### config.mk
export PLATFORM = sky130hd
export DESIGN_NAME = usb_device_state_flat
export DESIGN_NICKNAME = d
export VERILOG_FILES = /design/src/rtl/usb_device_state_pkg.sv /design/src/rtl/usb_device_state_if.sv /design/src/rtl/usb_device_state_ms_timer.sv /design/src/rtl/usb_device_state.sv /design/src/flat_wrapper.sv
export SDC_FILE = /design/constraint.sdc
export NUM_CORES = 1
export LEC_CHECK = 0
export BUFFER_PORTS_ARGS = -buffer_cell sky130_fd_sc_hd__buf_2
export CAP_MARGIN = 20
export CORE_ASPECT_RATIO = 0.5
export CORE_MARGIN = 2
export CORE_UTILIZATION = 44
export DETAILED_ROUTE_END_ITERATION = 7
export PLACE_DENSITY = 0.66
export SYNTH_ARGS = -nofsm -noshare
export SYNTH_HDL_FRONTEND = slang
export SYNTH_HIERARCHICAL = 1
export SYNTH_SLANG_ARGS = --single-unit
### constraint.sdc
create_clock -name clk -period 2.2 [get_ports clk]
set_input_delay 0.11 -clock clk [delete_from_list [all_inputs] [get_ports clk]]
set_output_delay 0.11 -clock clk [all_outputs]
set_load 0.03 [all_outputs]
### src/rtl/usb_device_state_pkg.sv
// Shared types and timing helpers for the USB device-state controller.
// The default clock rate follows the selected bus speed; the bench overrides it.
package usb_device_state_pkg;

  localparam bit USB_FULL_SPEED = 1'b1;
  localparam int CLK_KHZ_DFLT   = USB_FULL_SPEED ? 48000 : 6000;

  typedef enum logic [1:0] {
    POWERED    = 2'd0,
    DEFAULT    = 2'd1,
    ADDRESS    = 2'd2,
    CONFIGURED = 2'd3
  } dev_state_t;

  typedef enum logic [1:0] {
    AWAKE      = 2'd0,
    SUSP_WAIT  = 2'd1,
    SUSP_READY = 2'd2,
    DRIVE_K    = 2'd3
  } susp_state_t;

  function automatic int ms_cycles(input int ms, input int khz);
    return ms * khz;
  endfunction

  function automatic int max3(input int a, input int b, input int c);
    int m;
    m = (a > b) ? a : b;
    return (m > c) ? m : c;
  endfunction

endpackage

### src/rtl/usb_device_state_if.sv
// Signal bundle between PHY/reset detector/control endpoint and the device-state block.
// master drives the line and strobe inputs; slave is the state controller.
interface usb_device_state_if;
  import usb_device_state_pkg::*;

  logic        bus_reset_i;
  logic        line_j_i;
  logic        line_k_i;
  logic        set_addr_i;
  logic [6:0]  addr_i;
  logic        set_cfg_i;
  logic [7:0]  cfg_i;
  logic        rwake_en_i;
  logic        rwake_req_i;

  dev_state_t  dev_state_o;
  logic [6:0]  dev_addr_o;
  logic [7:0]  cfg_o;
  logic        suspend_o;
  logic        resume_o;
  logic        drive_k_o;

  modport master (
    output bus_reset_i, line_j_i, line_k_i,
    output set_addr_i, addr_i, set_cfg_i, cfg_i,
    output rwake_en_i, rwake_req_i,
    input  dev_state_o, dev_addr_o, cfg_o,
    input  suspend_o, resume_o, drive_k_o
  );

  modport slave (
    input  bus_reset_i, line_j_i, line_k_i,
    input  set_addr_i, addr_i, set_cfg_i, cfg_i,
    input  rwake_en_i, rwake_req_i,
    output dev_state_o, dev_addr_o, cfg_o,
    output suspend_o, resume_o, drive_k_o
  );

endinterface

### src/rtl/usb_device_state_ms_timer.sv
// Saturating cycle counter with synchronous clear; done is high while the count equals TC.
// Clear takes priority over enable.
module usb_ms_timer #(
  parameter int W  = 8,
  parameter int TC = 1
) (
  input  logic clk,
  input  logic reset_ni,
  input  logic clr,
  input  logic en,
  output logic done
);

  localparam logic [W-1:0] TC_V = W'(TC);

  logic [W-1:0] cnt_q;

  always_ff @(posedge clk or negedge reset_ni) begin
    if (!reset_ni) begin
      cnt_q <= '0;
    end else if (clr) begin
      cnt_q <= '0;
    end else if (en && (cnt_q != TC_V)) begin
      cnt_q <= cnt_q + 1'b1;
    end
  end

  assign done = (cnt_q == TC_V);

endmodule

### src/rtl/usb_device_state.sv
// Chapter-9 device state plus suspend / host-resume / remote-wakeup sequencing.
// All outputs are registered; bus reset overrides everything in the cycle it is seen.
module usb_device_state
  import usb_device_state_pkg::*;
#(
  parameter int CLK_KHZ     = CLK_KHZ_DFLT,
  parameter int T_SUSP_MS   = 3,
  parameter int T_RWIDLE_MS = 2,
  parameter int T_RWDRV_MS  = 2
) (
  input  logic              clk,
  input  logic              reset_ni,
  usb_device_state_if.slave bus
);

  localparam int SUSP_CYC   = ms_cycles(T_SUSP_MS, CLK_KHZ);
  localparam int RWIDLE_CYC = ms_cycles(T_RWIDLE_MS, CLK_KHZ);
  localparam int RWDRV_CYC  = ms_cycles(T_RWDRV_MS, CLK_KHZ);
  localparam int MAX_CYC    = max3(SUSP_CYC, RWIDLE_CYC, RWDRV_CYC);
  localparam int TW         = $clog2(MAX_CYC) + 1;

  dev_state_t  dev_state_q, dev_state_d;
  logic [6:0]  addr_q, addr_d;
  logic [7:0]  cfg_q, cfg_d;
  susp_state_t susp_q, susp_d;
  logic        resume_q, resume_d;

  logic        suspended;
  logic        rwake_go;
  logic        idle_clr, dwell_clr, drv_clr;
  logic        idle_done, dwell_done, drv_done;

  assign suspended = (susp_q != AWAKE);
  assign rwake_go  = bus.rwake_en_i && bus.rwake_req_i;

  // Idle timer: consecutive J cycles while awake.
  assign idle_clr  = bus.bus_reset_i || !bus.line_j_i || suspended;
  // Dwell and drive timers leave their state on the edge after done, so their
  // terminal counts sit one below the cycle count to land exactly N cycles after entry.
  assign dwell_clr = bus.bus_reset_i || (susp_q != SUSP_WAIT);
  assign drv_clr   = bus.bus_reset_i || (susp_q != DRIVE_K);

  usb_ms_timer #(.W(TW), .TC(SUSP_CYC)) u_idle_tmr (
    .clk      (clk),
    .reset_ni (reset_ni),
    .clr      (idle_clr),
    .en       (bus.line_j_i),
    .done     (idle_done)
  );

  usb_ms_timer #(.W(TW), .TC(RWIDLE_CYC - 1)) u_dwell_tmr (
    .clk      (clk),
    .reset_ni (reset_ni),
    .clr      (dwell_clr),
    .en       (susp_q == SUSP_WAIT),
    .done     (dwell_done)
  );

  usb_ms_timer #(.W(TW), .TC(RWDRV_CYC - 1)) u_drv_tmr (
    .clk      (clk),
    .reset_ni (reset_ni),
    .clr      (drv_clr),
    .en       (susp_q == DRIVE_K),
    .done     (drv_done)
  );

  always_ff @(posedge clk or negedge reset_ni) begin
    if (!reset_ni) begin
      dev_state_q <= POWERED;
      addr_q      <= '0;
      cfg_q       <= '0;
      susp_q      <= AWAKE;
      resume_q    <= 1'b0;
    end else begin
      dev_state_q <= dev_state_d;
      addr_q      <= addr_d;
      cfg_q       <= cfg_d;
      susp_q      <= susp_d;
      resume_q    <= resume_d;
    end
  end

  // Device state: set_addr has priority over set_cfg in the same cycle.
  always_comb begin
    dev_state_d = dev_state_q;
    addr_d      = addr_q;
    cfg_d       = cfg_q;
    if (bus.bus_reset_i) begin
      dev_state_d = DEFAULT;
      addr_d      = '0;
      cfg_d       = '0;
    end else if (!suspended) begin
      if (bus.set_addr_i) begin
        unique case (dev_state_q)
          DEFAULT: begin
            if (bus.addr_i != 7'd0) begin
              dev_state_d = ADDRESS;
              addr_d      = bus.addr_i;
            end
          end
          ADDRESS: begin
            if (bus.addr_i != 7'd0) begin
              addr_d = bus.addr_i;
            end else begin
              dev_state_d = DEFAULT;
              addr_d      = '0;
            end
          end
          default: ;
        endcase
      end else if (bus.set_cfg_i) begin
        unique case (dev_state_q)
          ADDRESS: begin
            if (bus.cfg_i != 8'd0) begin
              dev_state_d = CONFIGURED;
              cfg_d       = bus.cfg_i;
            end
          end
          CONFIGURED: begin
            if (bus.cfg_i == 8'd0) begin
              dev_state_d = ADDRESS;
              cfg_d       = '0;
            end else begin
              cfg_d = bus.cfg_i;
            end
          end
          default: ;
        endcase
      end
    end
  end

  // Suspend / wakeup: host K resumes from any suspended state except while we drive K.
  always_comb begin
    susp_d   = susp_q;
    resume_d = 1'b0;
    if (bus.bus_reset_i) begin
      susp_d   = AWAKE;
      resume_d = suspended;
    end else begin
      unique case (susp_q)
        AWAKE: begin
          if (idle_done && bus.line_j_i) begin
            susp_d = SUSP_WAIT;
          end
        end
        SUSP_WAIT: begin
          if (bus.line_k_i) begin
            susp_d   = AWAKE;
            resume_d = 1'b1;
          end else if (dwell_done) begin
            susp_d = rwake_go ? DRIVE_K : SUSP_READY;
          end
        end
        SUSP_READY: begin
          if (bus.line_k_i) begin
            susp_d   = AWAKE;
            resume_d = 1'b1;
          end else if (rwake_go) begin
            susp_d = DRIVE_K;
          end
        end
        DRIVE_K: begin
          if (drv_done) begin
            susp_d = SUSP_WAIT;
          end
        end
        default: susp_d = AWAKE;
      endcase
    end
  end

  assign bus.dev_state_o = dev_state_q;
  assign bus.dev_addr_o  = addr_q;
  assign bus.cfg_o       = cfg_q;
  assign bus.suspend_o   = suspended;
  assign bus.resume_o    = resume_q;
  assign bus.drive_k_o   = (susp_q == DRIVE_K);

endmodule

### src/flat_wrapper.sv
// flat-port wrapper written by rule: the top's interface ports become plain ports
module usb_device_state_flat import usb_device_state_pkg::*;
#(
  parameter int CLK_KHZ     = CLK_KHZ_DFLT,
  parameter int T_SUSP_MS   = 3,
  parameter int T_RWIDLE_MS = 2,
  parameter int T_RWDRV_MS  = 2
)
  (clk, reset_ni, bus_bus_reset_i, bus_line_j_i, bus_line_k_i, bus_set_addr_i, bus_addr_i, bus_set_cfg_i, bus_cfg_i, bus_rwake_en_i, bus_rwake_req_i, bus_dev_state_o, bus_dev_addr_o, bus_cfg_o, bus_suspend_o, bus_resume_o, bus_drive_k_o);
  usb_device_state_if bus_i ();
  input  logic clk;
  input  logic reset_ni;
  input wire logic [$bits(bus_i.bus_reset_i)-1:0] bus_bus_reset_i;
  input wire logic [$bits(bus_i.line_j_i)-1:0] bus_line_j_i;
  input wire logic [$bits(bus_i.line_k_i)-1:0] bus_line_k_i;
  input wire logic [$bits(bus_i.set_addr_i)-1:0] bus_set_addr_i;
  input wire logic [$bits(bus_i.addr_i)-1:0] bus_addr_i;
  input wire logic [$bits(bus_i.set_cfg_i)-1:0] bus_set_cfg_i;
  input wire logic [$bits(bus_i.cfg_i)-1:0] bus_cfg_i;
  input wire logic [$bits(bus_i.rwake_en_i)-1:0] bus_rwake_en_i;
  input wire logic [$bits(bus_i.rwake_req_i)-1:0] bus_rwake_req_i;
  output wire logic [$bits(bus_i.dev_state_o)-1:0] bus_dev_state_o;
  output wire logic [$bits(bus_i.dev_addr_o)-1:0] bus_dev_addr_o;
  output wire logic [$bits(bus_i.cfg_o)-1:0] bus_cfg_o;
  output wire logic [$bits(bus_i.suspend_o)-1:0] bus_suspend_o;
  output wire logic [$bits(bus_i.resume_o)-1:0] bus_resume_o;
  output wire logic [$bits(bus_i.drive_k_o)-1:0] bus_drive_k_o;
  assign bus_i.bus_reset_i = bus_bus_reset_i;
  assign bus_i.line_j_i = bus_line_j_i;
  assign bus_i.line_k_i = bus_line_k_i;
  assign bus_i.set_addr_i = bus_set_addr_i;
  assign bus_i.addr_i = bus_addr_i;
  assign bus_i.set_cfg_i = bus_set_cfg_i;
  assign bus_i.cfg_i = bus_cfg_i;
  assign bus_i.rwake_en_i = bus_rwake_en_i;
  assign bus_i.rwake_req_i = bus_rwake_req_i;
  assign bus_dev_state_o = bus_i.dev_state_o;
  assign bus_dev_addr_o = bus_i.dev_addr_o;
  assign bus_cfg_o = bus_i.cfg_o;
  assign bus_suspend_o = bus_i.suspend_o;
  assign bus_resume_o = bus_i.resume_o;
  assign bus_drive_k_o = bus_i.drive_k_o;
  usb_device_state #(.CLK_KHZ(CLK_KHZ), .T_SUSP_MS(T_SUSP_MS), .T_RWIDLE_MS(T_RWIDLE_MS), .T_RWDRV_MS(T_RWDRV_MS)) u_core (.clk(clk), .reset_ni(reset_ni), .bus(bus_i));
endmodule
==> metrics.txt <==
height of the die between 70 and 80 µm; I/O pin total 44; slowest cell on the critical path or4b_1; Setup-failing EPs final 0; Std-Cell Rows 25; post-synth net total 495; share of layout cells above drive strength 1 0.222; Cell Chain, Critical Path inv_2, ha_1, and4bb_2, nand3_2, nor2_2, nand2_1, a21oi_2, o21ai_1, or4b_1, a21oi_2; FFs w/ async S/R, synth 1.00; status finished, final reports clean; Setup Crit Path Kind reg -> reg; Final GP Congestion 0.825; routed wire length approximately 9000 µm; FF+latch count, synth 77; Via density 5.25; drt pass-1 iters 4; pin count of the biggest net entering global routing between 40 and 50; Post-DP Area 4790 µm²; Vias 3497; CTS tree built; ANT nets after route 0; # port buffers 43; root buffer cell clkbuf_16; routed len/inst 13.7 µm; Worst-Margin Slew a little under 0.6 ns; Max Cap Viol 0; Non-Filler Instances 666; Final Max Tran Viols 0; Core Region 9450 µm²; post-synthesis instance total 460; Initial Util 0.454; Total GRT Usage 0.189; HP Class in -> reg; clock buffer depth 2; CP top delay family simple AND/OR/NAND/NOR gates; # nets final 561; Tcrit/Tclk final 0.936; R2R Setup Slk approximately 0.14 ns; Final Skew 0.00682 ns; most frequent CP cell a21oi_2; final instance area just over 5000 µm²; Max IR drop VDD approximately 0.00042 V; total CTS buffers 9; clock net sink count 77; crit-path max cell delay 0.49 ns; CP Buf/Inv Count 1; ys flop type dfrtp_1; syn_area_per_cell 9.33 µm²; CP arrival 2.33 ns; sequential share of the synthesized area 0.449; synth unique cells 55; Startpoint Class flop; Power per Cell Area between 700 and 800 nW/µm²; Synth Warn # 6; P&R area growth vs syn 20.7%; H-tree depth 3; number of synthesized flops with an enable pin 0; wire length of the first global-routing pass 15700 µm; LEAKAGE about 2.3 nW; minimum clock period a little over 2 ns; relative slew slack 0.613; antenna cells 0; final hold violation count 0; Initial DRC Count between 100 and 150; Clock transition at path regs about 0.060 ns; dpl hpwl 6320 µm; f_max slightly below 500 MHz; DRC viols 0; grt ovf 0; Die X approximately 140 µm; crit-path max FO 2; CP Data Required Time 2.47 ns; number of global-route vias before repair roughly 3300; mapped cell area 4290 µm²; antenna violations before repair 0; placed insts 646; Worst-Skew Late Latency 0.34 ns; Crit. End Element flop; area of the die 10600 µm²
-- sequential cells by signal, indices dropped and copies added (netlist names) --
| register | flops |
|---|---|
| u_core/bus.dev_addr_o | 7 |
| u_core/susp_q | 2 |
| u_core/u_dwell_tmr/cnt_q | 19 |
| u_core/u_idle_tmr/cnt_q | 19 |
| u_core/bus.dev_state_o | 2 |
| u_core/bus.cfg_o | 8 |
| u_core/u_drv_tmr/cnt_q | 19 |
| u_core/bus.resume_o | 1 |
-- where the power goes --
| group | internal (W) | total (W) | leakage (nW) | switching, W |
|---|---|---|---|---|
| sequential | 0.00148 | 0.00154 | 1.06 | 0.0000569 |
| clock | 0.000986 | 0.00156 | 0.151 | 0.000573 |
| combinational | 0.000212 | 0.000614 | 1.05 | 0.000402 |
-- Yosys cell counts, drive strengths merged, types with 11 or more instances --
library cell	instances	area [µm²]
dfrtp	77	1930
ha	11	138
inv	17	63.8
nand2	52	195
nand3	20	105
nand4	16	119
nor2	66	248
nor2b	16	100
nor3	17	85.1
nor4	12	128
o21ai	24	131
xor2	23	201
-- layout by cell type (no fill, tap or decap), types with 3 or more instances in the layout --
master	count
or4_1	4
nand4_1	13
o21ai_2	3
a22o_1	7
nand2_1	52
nor3_1	14
dlygate4sd3_1	4
nor2_1	65
xor2_1	23
xnor2_1	10
a21oi_2	3
nor2b_1	16
o21ai_0	10
mux2_2	8
nand3_1	19
ha_1	11
and3_1	8
dfrtp_1	77
mux2i_1	5
buf_4	22
and2_1	5
clkinv_2	3
a21oi_1	6
o21ai_1	11
inv_1	15
clkbuf_16	9
o211ai_1	6
nand4_2	3
nor4_1	5
nor4_2	5
or3_1	6
nor3_2	3
buf_2	42
-- per-layer routing --
metal | up-vias | share of wire | track usage | wire [µm]
li1 | 1747 | - | - | -
met1 | 1712 | 0.50 | 0.252 | 4520
met2 | 31 | 0.47 | 0.306 | 4320
met3 | 7 | 0.019 | 0.0469 | 172
met4 | 0 | 0.012 | 0.0621 | 106
met5 | - | 0 | 0 | 0
-- layout make-up --
class	instances	area, µm²
timing repair buffer	69	435
fill	888	4270
multi-input combinational	352	2270
clock inverter	7	90.1
sequential	77	1930
clock buffer	9	225
inverter	17	63.8
tap	135	169
-- metrics by stage --
stage / hold slack [ns] / setup TNS (ns) / utilization / power [W] / setup slack [ns]
2_1_floorplan: -0.186 / 0 / - / 0.00198 / 0.168
3_3_place_gp: 0.143 / 0 / 0.507 / 0.00217 / 0.103
3_5_place_dp: 0.149 / 0 / 0.507 / 0.00217 / 0.0451
4_1_cts: 0.00611 / 0 / 0.545 / 0.00376 / 0.0326
5_1_grt: 0.0189 / -0.00416 / 0.548 / 0.00389 / -0.00416
6_report: 0.0215 / 0 / 0.548 / 0.00371 / 0.140
-- cell families after synthesis --
logic type               count (synthesis)  synth area share
flip-flops                              77             0.449
multiplexers                            14            0.0353
buffers and inverters                   31            0.0303
AO/OA/AOI/OAI                           58            0.0942
adder cells (fa/ha/maj)                 11            0.0321
XOR/XNOR                                33            0.0673
AND/OR/NAND/NOR                        236             0.292
-- repair_timing --
| action | 4_1_cts | 5_1_grt |
|---|---|---|
| hold endpoints to repair | 45 | 0 |
| buffers inserted | 0 | 0 |
| gates resized for setup | 0 | 8 |
| hold buffers | 4 | 0 |
| endpoints found under the setup margin | 0 | 2 |
-- final timing paths --
path	to	depth (start not counted)	from
worst max-delay path	u_core/susp_q[1]	10	u_core/u_idle_tmr/cnt_q[0]
worst min-delay path	u_core/bus.dev_addr_o[4]	2	bus_addr_i[4]
worst max register to register	u_core/susp_q[1]	10	u_core/u_idle_tmr/cnt_q[0]
worst min register to register	u_core/bus.cfg_o[6]	2	u_core/bus.cfg_o[6]
max in group asynchronous	u_core/u_drv_tmr/cnt_q[3]	3	reset_ni
min in group asynchronous	u_core/u_dwell_tmr/cnt_q[1]	2	reset_ni
Note: power is estimated with default switching activity, not from simulation.
